===== config.mk =====
export PLATFORM = sky130hd
export DESIGN_NAME = pw_mac_accum_vec
export DESIGN_NICKNAME = d
export VERILOG_FILES = /design/src/rtl/pw_pkg.sv /design/src/rtl/pw_dot_vec.sv /design/src/rtl/pw_mac_accum_vec.sv
export SDC_FILE = /design/constraint.sdc
export NUM_CORES = 2
export LEC_CHECK = 0
export ABC_AREA = 1
export CAP_MARGIN = 10
export CORE_ASPECT_RATIO = 1.2
export CORE_MARGIN = 5
export CORE_UTILIZATION = 55
export DETAILED_ROUTE_END_ITERATION = 10
export PLACE_DENSITY = 0.74
export SLEW_MARGIN = 10
export SYNTH_ARGS = -nofsm -noshare
export SYNTH_HDL_FRONTEND = slang
export SYNTH_SLANG_ARGS = --single-unit

===== constraint.sdc =====
create_clock -name clk -period 82.4 [get_ports clk]
set_input_delay 12.36 -clock clk [delete_from_list [all_inputs] [get_ports clk]]
set_output_delay 12.36 -clock clk [all_outputs]
set_load 0.01 [all_outputs]

===== src/rtl/pw_pkg.sv =====
// rtl/pw_pkg.sv - shared widths, types and helpers for the pointwise MAC stage
package pw_pkg;

    localparam int DATA_W = 8;
    localparam int W_W    = 8;
    localparam int ACC_W  = 32;
    localparam int IC_PAR = 8;
    localparam int PROD_W = DATA_W + W_W;

    typedef logic signed [ACC_W-1:0] acc_t;

    typedef enum logic {
        ST_IDLE   = 1'b0,
        ST_ACTIVE = 1'b1
    } state_t;

    // Widen one lane product to accumulator width, preserving its sign.
    function automatic acc_t sext_prod(input logic signed [PROD_W-1:0] p);
        return acc_t'(p);
    endfunction

endpackage


===== src/rtl/pw_dot_vec.sv =====
// rtl/pw_dot_vec.sv - combinational lane-masked signed dot product of one beat
// Disabled lanes contribute nothing, so tail beats of a pixel can carry junk.
module pw_dot_vec
    import pw_pkg::*;
(
    input  logic [IC_PAR*DATA_W-1:0] act_vec_i,
    input  logic [IC_PAR*W_W-1:0]    w_vec_i,
    input  logic [IC_PAR-1:0]        lane_en_i,
    output acc_t                     sum_o
);

    logic signed [PROD_W-1:0] prod;

    always_comb begin
        sum_o = '0;
        prod  = '0;
        for (int i = 0; i < IC_PAR; i++) begin
            prod = $signed(act_vec_i[i*DATA_W +: DATA_W]) * $signed(w_vec_i[i*W_W +: W_W]);
            if (lane_en_i[i]) begin
                sum_o = sum_o + sext_prod(prod);
            end
        end
    end

endmodule


===== src/rtl/pw_mac_accum_vec.sv =====
// rtl/pw_mac_accum_vec.sv - pointwise conv MAC: beat accept, weight fetch, accumulate, emit
// Optional build macro PW_BIAS_EN seeds each pixel's accumulator with cfg_bias.
module pw_mac_accum_vec #(
    parameter int DATA_W = pw_pkg::DATA_W,
    parameter int W_W    = pw_pkg::W_W,
    parameter int ACC_W  = pw_pkg::ACC_W,
    parameter int ADDR_W = 32,
    parameter int DIM_W  = 16,
    parameter int IC_PAR = pw_pkg::IC_PAR
) (
    input  logic                     clk,
    input  logic                     rst,
    input  logic                     start,
    input  logic [DIM_W-1:0]         cfg_channels,
    input  logic [DIM_W-1:0]         cfg_pixels,
    input  logic [DIM_W-1:0]         cfg_oc_idx,
    input  logic [ADDR_W-1:0]        cfg_w_base_addr,
    input  logic [ACC_W-1:0]         cfg_bias,
    input  logic                     in_valid,
    output logic                     in_ready,
    input  logic [IC_PAR*DATA_W-1:0] in_data_vec,
    input  logic                     in_first_ch,
    input  logic                     in_last_ch,
    input  logic [DIM_W-1:0]         in_ch_idx,
    output logic                     w_rd_en,
    output logic [ADDR_W-1:0]        w_rd_addr,
    input  logic [IC_PAR*W_W-1:0]    w_rd_data,
    output logic                     out_valid,
    input  logic                     out_ready,
    output logic [ACC_W-1:0]         out_acc,
    output logic                     done
);

    import pw_pkg::*;

    localparam int CW = DIM_W + 1;

    state_t                   state_q, state_d;
    logic [DIM_W-1:0]         channels_q, channels_d;
    logic [DIM_W-1:0]         pixels_q, pixels_d;
    logic [DIM_W-1:0]         pix_cnt_q, pix_cnt_d;
    logic [ADDR_W-1:0]        row_base_q, row_base_d;
    logic                     s1_valid_q, s1_valid_d;
    logic                     s1_first_q, s1_first_d;
    logic                     s1_last_q, s1_last_d;
    logic [DIM_W-1:0]         s1_ch_q, s1_ch_d;
    logic [IC_PAR*DATA_W-1:0] s1_data_q, s1_data_d;
    logic signed [ACC_W-1:0]  acc_q, acc_d;
    logic                     out_valid_q, out_valid_d;
    logic [ACC_W-1:0]         out_acc_q, out_acc_d;
    logic                     done_q, done_d;

    logic                     active;
    logic                     accept;
    logic                     out_fire;
    logic                     final_pix;
    logic [IC_PAR-1:0]        lane_en;
    acc_t                     dot_sum;
    logic signed [ACC_W-1:0]  acc_init;
    logic signed [ACC_W-1:0]  acc_new;

`ifdef PW_BIAS_EN
    logic [ACC_W-1:0]         bias_q, bias_d;
    assign acc_init = $signed(bias_q);
`else
    logic                     unused_bias;
    assign unused_bias = ^cfg_bias;
    assign acc_init    = '0;
`endif

    assign active = (state_q == ST_ACTIVE);

    // A pending last beat in stage 1 will claim the output register next
    // cycle, so hold off new beats until that result has been handed off.
    assign in_ready  = active && !start && (!out_valid_q || out_ready) && !(s1_valid_q && s1_last_q);
    assign accept    = in_valid && in_ready;
    assign out_fire  = out_valid_q && out_ready;
    assign final_pix = (pix_cnt_q + DIM_W'(1)) == pixels_q;

    assign w_rd_en   = accept;
    assign w_rd_addr = accept ? (row_base_q + ADDR_W'(in_ch_idx)) : '0;

    always_comb begin
        lane_en = '0;
        for (int i = 0; i < IC_PAR; i++) begin
            lane_en[i] = ({1'b0, s1_ch_q} + CW'(i)) < {1'b0, channels_q};
        end
    end

    pw_dot_vec u_dot (
        .act_vec_i (s1_data_q),
        .w_vec_i   (w_rd_data),
        .lane_en_i (lane_en),
        .sum_o     (dot_sum)
    );

    assign acc_new = (s1_first_q ? acc_init : acc_q) + ACC_W'(dot_sum);

    always_comb begin
        state_d     = state_q;
        channels_d  = channels_q;
        pixels_d    = pixels_q;
        pix_cnt_d   = pix_cnt_q;
        row_base_d  = row_base_q;
        s1_valid_d  = accept;
        s1_first_d  = s1_first_q;
        s1_last_d   = s1_last_q;
        s1_ch_d     = s1_ch_q;
        s1_data_d   = s1_data_q;
        acc_d       = acc_q;
        out_valid_d = out_valid_q;
        out_acc_d   = out_acc_q;
        done_d      = 1'b0;
`ifdef PW_BIAS_EN
        bias_d      = bias_q;
`endif

        if (accept) begin
            s1_first_d = in_first_ch;
            s1_last_d  = in_last_ch;
            s1_ch_d    = in_ch_idx;
            s1_data_d  = in_data_vec;
        end

        if (out_fire) begin
            out_valid_d = 1'b0;
            pix_cnt_d   = pix_cnt_q + DIM_W'(1);
            if (final_pix) begin
                done_d  = 1'b1;
                state_d = ST_IDLE;
            end
        end

        if (s1_valid_q) begin
            acc_d = acc_new;
            if (s1_last_q) begin
                out_valid_d = 1'b1;
                out_acc_d   = acc_new;
            end
        end

        // Restart wins over everything in flight, including a pending output.
        if (start) begin
            state_d     = ST_ACTIVE;
            channels_d  = cfg_channels;
            pixels_d    = cfg_pixels;
            row_base_d  = cfg_w_base_addr + ADDR_W'(cfg_oc_idx) * ADDR_W'(cfg_channels);
            pix_cnt_d   = '0;
            s1_valid_d  = 1'b0;
            acc_d       = '0;
            out_valid_d = 1'b0;
            done_d      = 1'b0;
`ifdef PW_BIAS_EN
            bias_d      = cfg_bias;
`endif
        end
    end

    always_ff @(posedge clk or posedge rst) begin
        if (rst) begin
            state_q     <= ST_IDLE;
            channels_q  <= '0;
            pixels_q    <= '0;
            pix_cnt_q   <= '0;
            row_base_q  <= '0;
            s1_valid_q  <= 1'b0;
            s1_first_q  <= 1'b0;
            s1_last_q   <= 1'b0;
            s1_ch_q     <= '0;
            s1_data_q   <= '0;
            acc_q       <= '0;
            out_valid_q <= 1'b0;
            out_acc_q   <= '0;
            done_q      <= 1'b0;
`ifdef PW_BIAS_EN
            bias_q      <= '0;
`endif
        end else begin
            state_q     <= state_d;
            channels_q  <= channels_d;
            pixels_q    <= pixels_d;
            pix_cnt_q   <= pix_cnt_d;
            row_base_q  <= row_base_d;
            s1_valid_q  <= s1_valid_d;
            s1_first_q  <= s1_first_d;
            s1_last_q   <= s1_last_d;
            s1_ch_q     <= s1_ch_d;
            s1_data_q   <= s1_data_d;
            acc_q       <= acc_d;
            out_valid_q <= out_valid_d;
            out_acc_q   <= out_acc_d;
            done_q      <= done_d;
`ifdef PW_BIAS_EN
            bias_q      <= bias_d;
`endif
        end
    end

    assign out_valid = out_valid_q;
    assign out_acc   = out_acc_q;
    assign done      = done_q;

endmodule

* Word-level counts from Yosys, hierarchy flattened
Index checks and enable logic that the tools add are counted.
** Word-level totals
- Output and inout port bits :: 68
- Input bits :: 263
- Register bits :: 230
** Operators by class
- Order comparisons :: 8
- Equality and inequality tests :: 1
- Reductions and logical operators :: 15
- Multipliers :: 9
- Mux-type cells :: 25
- $add $sub $neg :: 18
** Operator list (count)
- 32-bit two-way mux :: 12
- 32-bit by 16-bit adder with 32-bit output :: 8
- 8-bit by 8-bit multiplier with 16-bit output :: 8
- 17-bit by 16-bit < comparator with 1-bit output :: 7
- 16-bit by 3-bit adder with 17-bit output (second input constant) :: 4
- 32-bit adder :: 2
- 16-bit by 2-bit adder with 17-bit output (second input constant) :: 2
- 16-bit by 16-bit multiplier with 32-bit output :: 1
- 16-bit two-way mux :: 2
- 16-bit by 1-bit adder with 17-bit output (second input constant) :: 1
- 16-bit by 1-bit adder with 16-bit output (second input constant) :: 1
- 16-bit == test :: 1
- 16-bit < comparator :: 1
- 1-bit two-way mux :: 11
- 1-bit logical AND :: 6
- 2-bit nonzero test :: 3
- 2-bit AND reduction :: 2
- 1-bit zero test :: 3
- 1-bit logical OR :: 1

* Logic depth before layout (Yosys ltp)
- Depth in word-level cells :: 19
- Gate-level depth with buffers :: 158
- Depth with buffers taken out :: 157

* Cells and area by module
From an unflattened synthesis, not the netlist that was laid out.
** Second synthesis, totals
- Cells, all modules :: 9451
- Area, all modules :: 71039.4 um^2
** Modules (own cells, without submodules)
- pw_dot_vec :: area each 43860.8 um^2, cells an instance 5662, instances 1, seq. area each 0.0 um^2
- pw_mac_accum_vec :: area each 27178.6 um^2, cells an instance 3789, instances 1, seq. area each 5755.5 um^2

* Worst setup path before layout
No wires, ideal clock.
- Path kind :: input port to flip-flop
- From :: input w_rd_data[2]
- To :: register acc_q[29]
- Stages :: 133
- Data arrival time :: 42.117 ns
- Path buffers :: 1
- Path slack :: 40.152 ns
- Cells stage by stage :: clkbuf_1 -> nand2_1 -> fa_1 -> fa_1 -> inv_1 -> fa_1 -> inv_1 -> fa_1 -> inv_1 -> ha_1 -> nand2_1 -> inv_1 -> nand2_1 -> nand2_1 -> a21oi_1 -> inv_1 -> or2_2 -> nand3_1 -> [97 not listed] -> ha_1 -> ha_1 -> a21oi_1 -> o21ai_0 -> o21bai_1 -> a31o_2 -> or2_2 -> a21oi_1 -> a21oi_2 -> ha_1 -> a21oi_1 -> o21ai_0 -> a221oi_1 -> nand2_1 -> a31o_2 -> or2_2 -> nand3_1 -> o21ai_0
** Between the ends
- Word-level cells in the longest chain between the ends :: 19
** Ends and longest elaborated chain
- start: declaration :: line pw_mac_accum_vec.sv:27 : input logic [IC_PAR*W_W-1:0] w_rd_data,
- 8-bit by 8-bit multiplier with 16-bit output * :: line pw_dot_vec.sv:18 : prod = $signed(act_vec_i[i*DATA_W +: DATA_W]) * $signed(w_vec_i[i*W_W +: W_W]);
- 32-bit two-way mux * :: line pw_dot_vec.sv:19 : if (lane_en_i[i]) begin
- 32-bit by 16-bit adder with 32-bit output :: line pw_dot_vec.sv:20 : sum_o = sum_o + sext_prod(prod);
- 32-bit two-way mux * :: line pw_dot_vec.sv:19
- 32-bit by 16-bit adder with 32-bit output :: line pw_dot_vec.sv:20
- 32-bit two-way mux * :: line pw_dot_vec.sv:19
- 32-bit by 16-bit adder with 32-bit output :: line pw_dot_vec.sv:20
- 32-bit two-way mux * :: line pw_dot_vec.sv:19
- [3 not listed]
- 32-bit two-way mux * :: line pw_dot_vec.sv:19
- 32-bit by 16-bit adder with 32-bit output :: line pw_dot_vec.sv:20
- 32-bit two-way mux * :: line pw_dot_vec.sv:19
- 32-bit by 16-bit adder with 32-bit output :: line pw_dot_vec.sv:20
- 32-bit two-way mux * :: line pw_dot_vec.sv:19
- 32-bit adder * :: line pw_mac_accum_vec.sv:97 : assign acc_new = (s1_first_q ? acc_init : acc_q) + ACC_W'(dot_sum);
- 32-bit two-way mux * :: line pw_mac_accum_vec.sv:134 : if (s1_valid_q) begin
- 32-bit two-way mux * :: line pw_mac_accum_vec.sv:143 : if (start) begin
- end signal: assignment :: line pw_mac_accum_vec.sv:171 : acc_q <= '0;
- end signal: assignment :: line pw_mac_accum_vec.sv:189 : acc_q <= acc_d;
- end: declaration :: line pw_mac_accum_vec.sv:48 : logic signed [ACC_W-1:0] acc_q, acc_d;
Mark *: on every way between the ends. The rest lies on a longest branch, timed or not. The select of a mux whose other input is x is not followed.
A chain may end at the register's enable or synchronous reset.

* Worst setup path after layout
- From :: input w_rd_data[2]
- To :: register out_acc_q[31] (netlist: out_acc[31])
** Between the ends
- Word-level cells in the longest chain between the ends :: 17
** Ends and longest elaborated chain
- 8-bit by 8-bit multiplier with 16-bit output * :: line pw_dot_vec.sv:18
- 32-bit two-way mux * :: line pw_dot_vec.sv:19
- 32-bit by 16-bit adder with 32-bit output :: line pw_dot_vec.sv:20
- 32-bit two-way mux * :: line pw_dot_vec.sv:19
- 32-bit by 16-bit adder with 32-bit output :: line pw_dot_vec.sv:20
- 32-bit two-way mux * :: line pw_dot_vec.sv:19
- 32-bit by 16-bit adder with 32-bit output :: line pw_dot_vec.sv:20
- 32-bit two-way mux * :: line pw_dot_vec.sv:19
- 32-bit by 16-bit adder with 32-bit output :: line pw_dot_vec.sv:20
- 32-bit two-way mux * :: line pw_dot_vec.sv:19
- 32-bit by 16-bit adder with 32-bit output :: line pw_dot_vec.sv:20
- 32-bit two-way mux * :: line pw_dot_vec.sv:19
- 32-bit by 16-bit adder with 32-bit output :: line pw_dot_vec.sv:20
- 32-bit two-way mux * :: line pw_dot_vec.sv:19
- 32-bit by 16-bit adder with 32-bit output :: line pw_dot_vec.sv:20
- 32-bit two-way mux * :: line pw_dot_vec.sv:19
- 32-bit adder * :: line pw_mac_accum_vec.sv:97
- end signal: assignment :: line pw_mac_accum_vec.sv:191 : out_acc_q <= out_acc_d;
- end: declaration :: line pw_mac_accum_vec.sv:50 : logic [ACC_W-1:0] out_acc_q, out_acc_d;
Mark *: on every way between the ends. The rest lies on a longest branch, timed or not.

==> qor.yml <==
status: "complete, no violations"
final_common_cell: "inv_1"
min_period_over_period: 0.559
routabilityCongestion: 0.977
dp_cells: 10600
grt_pass1_wl_mm: 299
final_util: 0.595
cpMaxStageDelayCell: "nor4_1"
drive_above_1_share: 0.0376
crit_start: "w_rd_data[2]"
synth_area_sq_um: 69100
routedWlPerCell_um: 16.7
io_pins: 331
cts.htree.levels: 2
report.final.setup_viol: 0
synth_ff_type: "dfrtp_1"
port_buffers: 298
tns_ns: 0
slew_viol_final: 0
cts_resized: 0
dp_hpwl_mm: 151
fin_nets: 11200
setup.worst_path.start_class: "primary input"
routed_wl_mm: 178
cts-root-buf: "clkbuf_16"
path_clk_slew_ns: 0.06
stdcell_count: 10600
post-cts-setup-buffers: 0
synth-seq-cells: 230
rsz0062_at_grt: "no"
core_sq_um: 125000
dr.pass1.iters: 6
synth_edf_count: 0
r2r_end: "out_acc[31]"
postPlaceCellArea_sq_um: 73100
viasPerCell: 5.30
maxCapViolCount: 0
nFillCells: 11200
vias: 56500
synth_nets: 11100
grt_pass1_vias: 59700
cp-endpoint: "out_acc[31]"
cp_common_cell: "fa_1"
dieArea_sq_um: 133000
clockBufferDepth: 3
grt_antenna_before_repair: 7
r2r_start: "s1_data_q[5]"
hold_buffers: 0
worstPathArrival_ns: 46.53
route.detailed.drc: 0
grt_util_all_layers: 0.275
path_class: "primary input to register"
cp_max_fo: 8
timing.fmax_ghz: 0.0217
ys.warnings.count: 0
start_util: 0.553
syn_area_per_cell_sq_um: 7.77
die_w_um: 334
skew_ns: 0.0502
row_count: 142
mostFrequentLayoutCells: "inv_1, nand2_1, fa_1, ha_1, a21oi_1"
crit_family: "adder cells"
critPathMaxStageDelay_ns: 0.76
clk_latency_ns: 0.62
cts.sinks: 230
die_h_um: 398
finalHoldViolCount: 0
worstSetupEndpointType: "register"
cts-buffers-inserted: 34
synth_cells: 8890
grt_max_degree: 118
r2r_slack_ns: 48.27
synth_seq_area_share: 0.0833
overflow: 0
relSlewSlack: 0.237
syn_to_final_growth_pct: 7.64
cts_tree: "done"
worst_slew_pin_slew_ns: 1.14
regArea_sq_um: 5760
reg2regPathDepth: 141
final_cell_area_sq_um: 74400
min_path_type: "register to register"
drtAntennaViolNets: 0
async_flop_share: 1.00
crit_required_ns: 82.91
multi_input_area_sq_um: 53900
path_buf_inv: 20
worst-path-stages: 142
synth.distinct_cells: 67
min_period_ns: 46.02
drt_iter0_markers: 3366
[Yosys cell counts (all sizes together) (12+ instances only)]
library cell,number,share of area
nor4,12,0.0011
a21boi,20,0.0022
xor2,182,0.023
nand3,285,0.022
fa,1178,0.34
a21o,26,0.0028
o31ai,13,0.0014
o21ai,341,0.026
nand4,48,0.0044
nor2,372,0.021
xnor2,118,0.015
a31oi,32,0.0032
clkbuf,251,0.015
ha,766,0.14
o211ai,18,0.0022
dfrtp,230,0.083
nand3b,16,0.0017
o22ai,34,0.0031
nand2,2120,0.12
o21a,25,0.0027
and2,27,0.0024
a21oi,384,0.028
inv,2148,0.12
o21bai,20,0.0022
buf,47,0.0050
or2,77,0.0070
nor3,61,0.0046
[per-stage QoR]
stage          setup slack, ns  hold WS (ns)
2_1_floorplan            40.15         0.439
3_3_place_gp             36.43         0.460
3_5_place_dp             36.07         0.466
4_1_cts                  36.62         0.484
5_1_grt                  34.56         0.512
6_report                 36.38         0.482
[registers in the layout, indices dropped and copies added (netlist names), 16 cells and up]
signal and cells:
out_acc 32, s1_ch_q 16, pixels_q 16, channels_q 16
row_base_q 32, pix_cnt_q 16, s1_data_q 64, acc_q 32
[layer usage]
layer | vias to the layer above | GRT usage | share of wire
li1 | 26800 | - | -
met1 | 27400 | 0.349 | 0.40
met4 | 0 | 0.115 | 0.049
met5 | - | 0 | 0
met3 | 435 | 0.0391 | 0.066
met2 | 1792 | 0.476 | 0.48
[logic make-up after synthesis]
| family | count (synthesis) | synth area share |
|---|---|---|
| buffers and inverters | 2452 | 0.137 |
| multiplexers | 2 | 0.000290 |
| XOR/XNOR | 300 | 0.0380 |
| AO/OA/AOI/OAI | 937 | 0.0768 |
| flip-flops | 230 | 0.0833 |
| adder cells (fa/ha/maj) | 1944 | 0.480 |
| AND/OR/NAND/NOR | 3025 | 0.185 |
[layout make-up]
cell class | instances | area share
multi-input combinational | 6208 | 0.725
timing repair buffer | 335 | 0.0438
clock buffer | 42 | 0.0127
clock inverter | 19 | 0.00438
sequential | 230 | 0.0774
tap | 1656 | 0.0279
inverter | 2154 | 0.109
antenna | 5 | 0.000168
[worst min path at each step]
stage,from,end,slack [ns],depth (start not counted)
3_5_place_dp,out_acc[31],out_acc[31],0.47,2
6_report,acc_q[25],acc_q[25],0.48,2
2_1_floorplan,active,active,0.44,2
5_1_grt,acc_q[25],acc_q[25],0.51,2
3_3_place_gp,row_base_q[0],row_base_q[0],0.46,2
4_1_cts,acc_q[25],acc_q[25],0.48,2
[tightest hold or removal path: cells and delay by family, from the launching register on]
kind,cells,cell delay [ns]
DFF,1,0.35
and+or+nand+nor,2,0.11
Power is not shown: default switching activity piles up to over one toggle a cycle in this logic, so the estimate is an artifact.
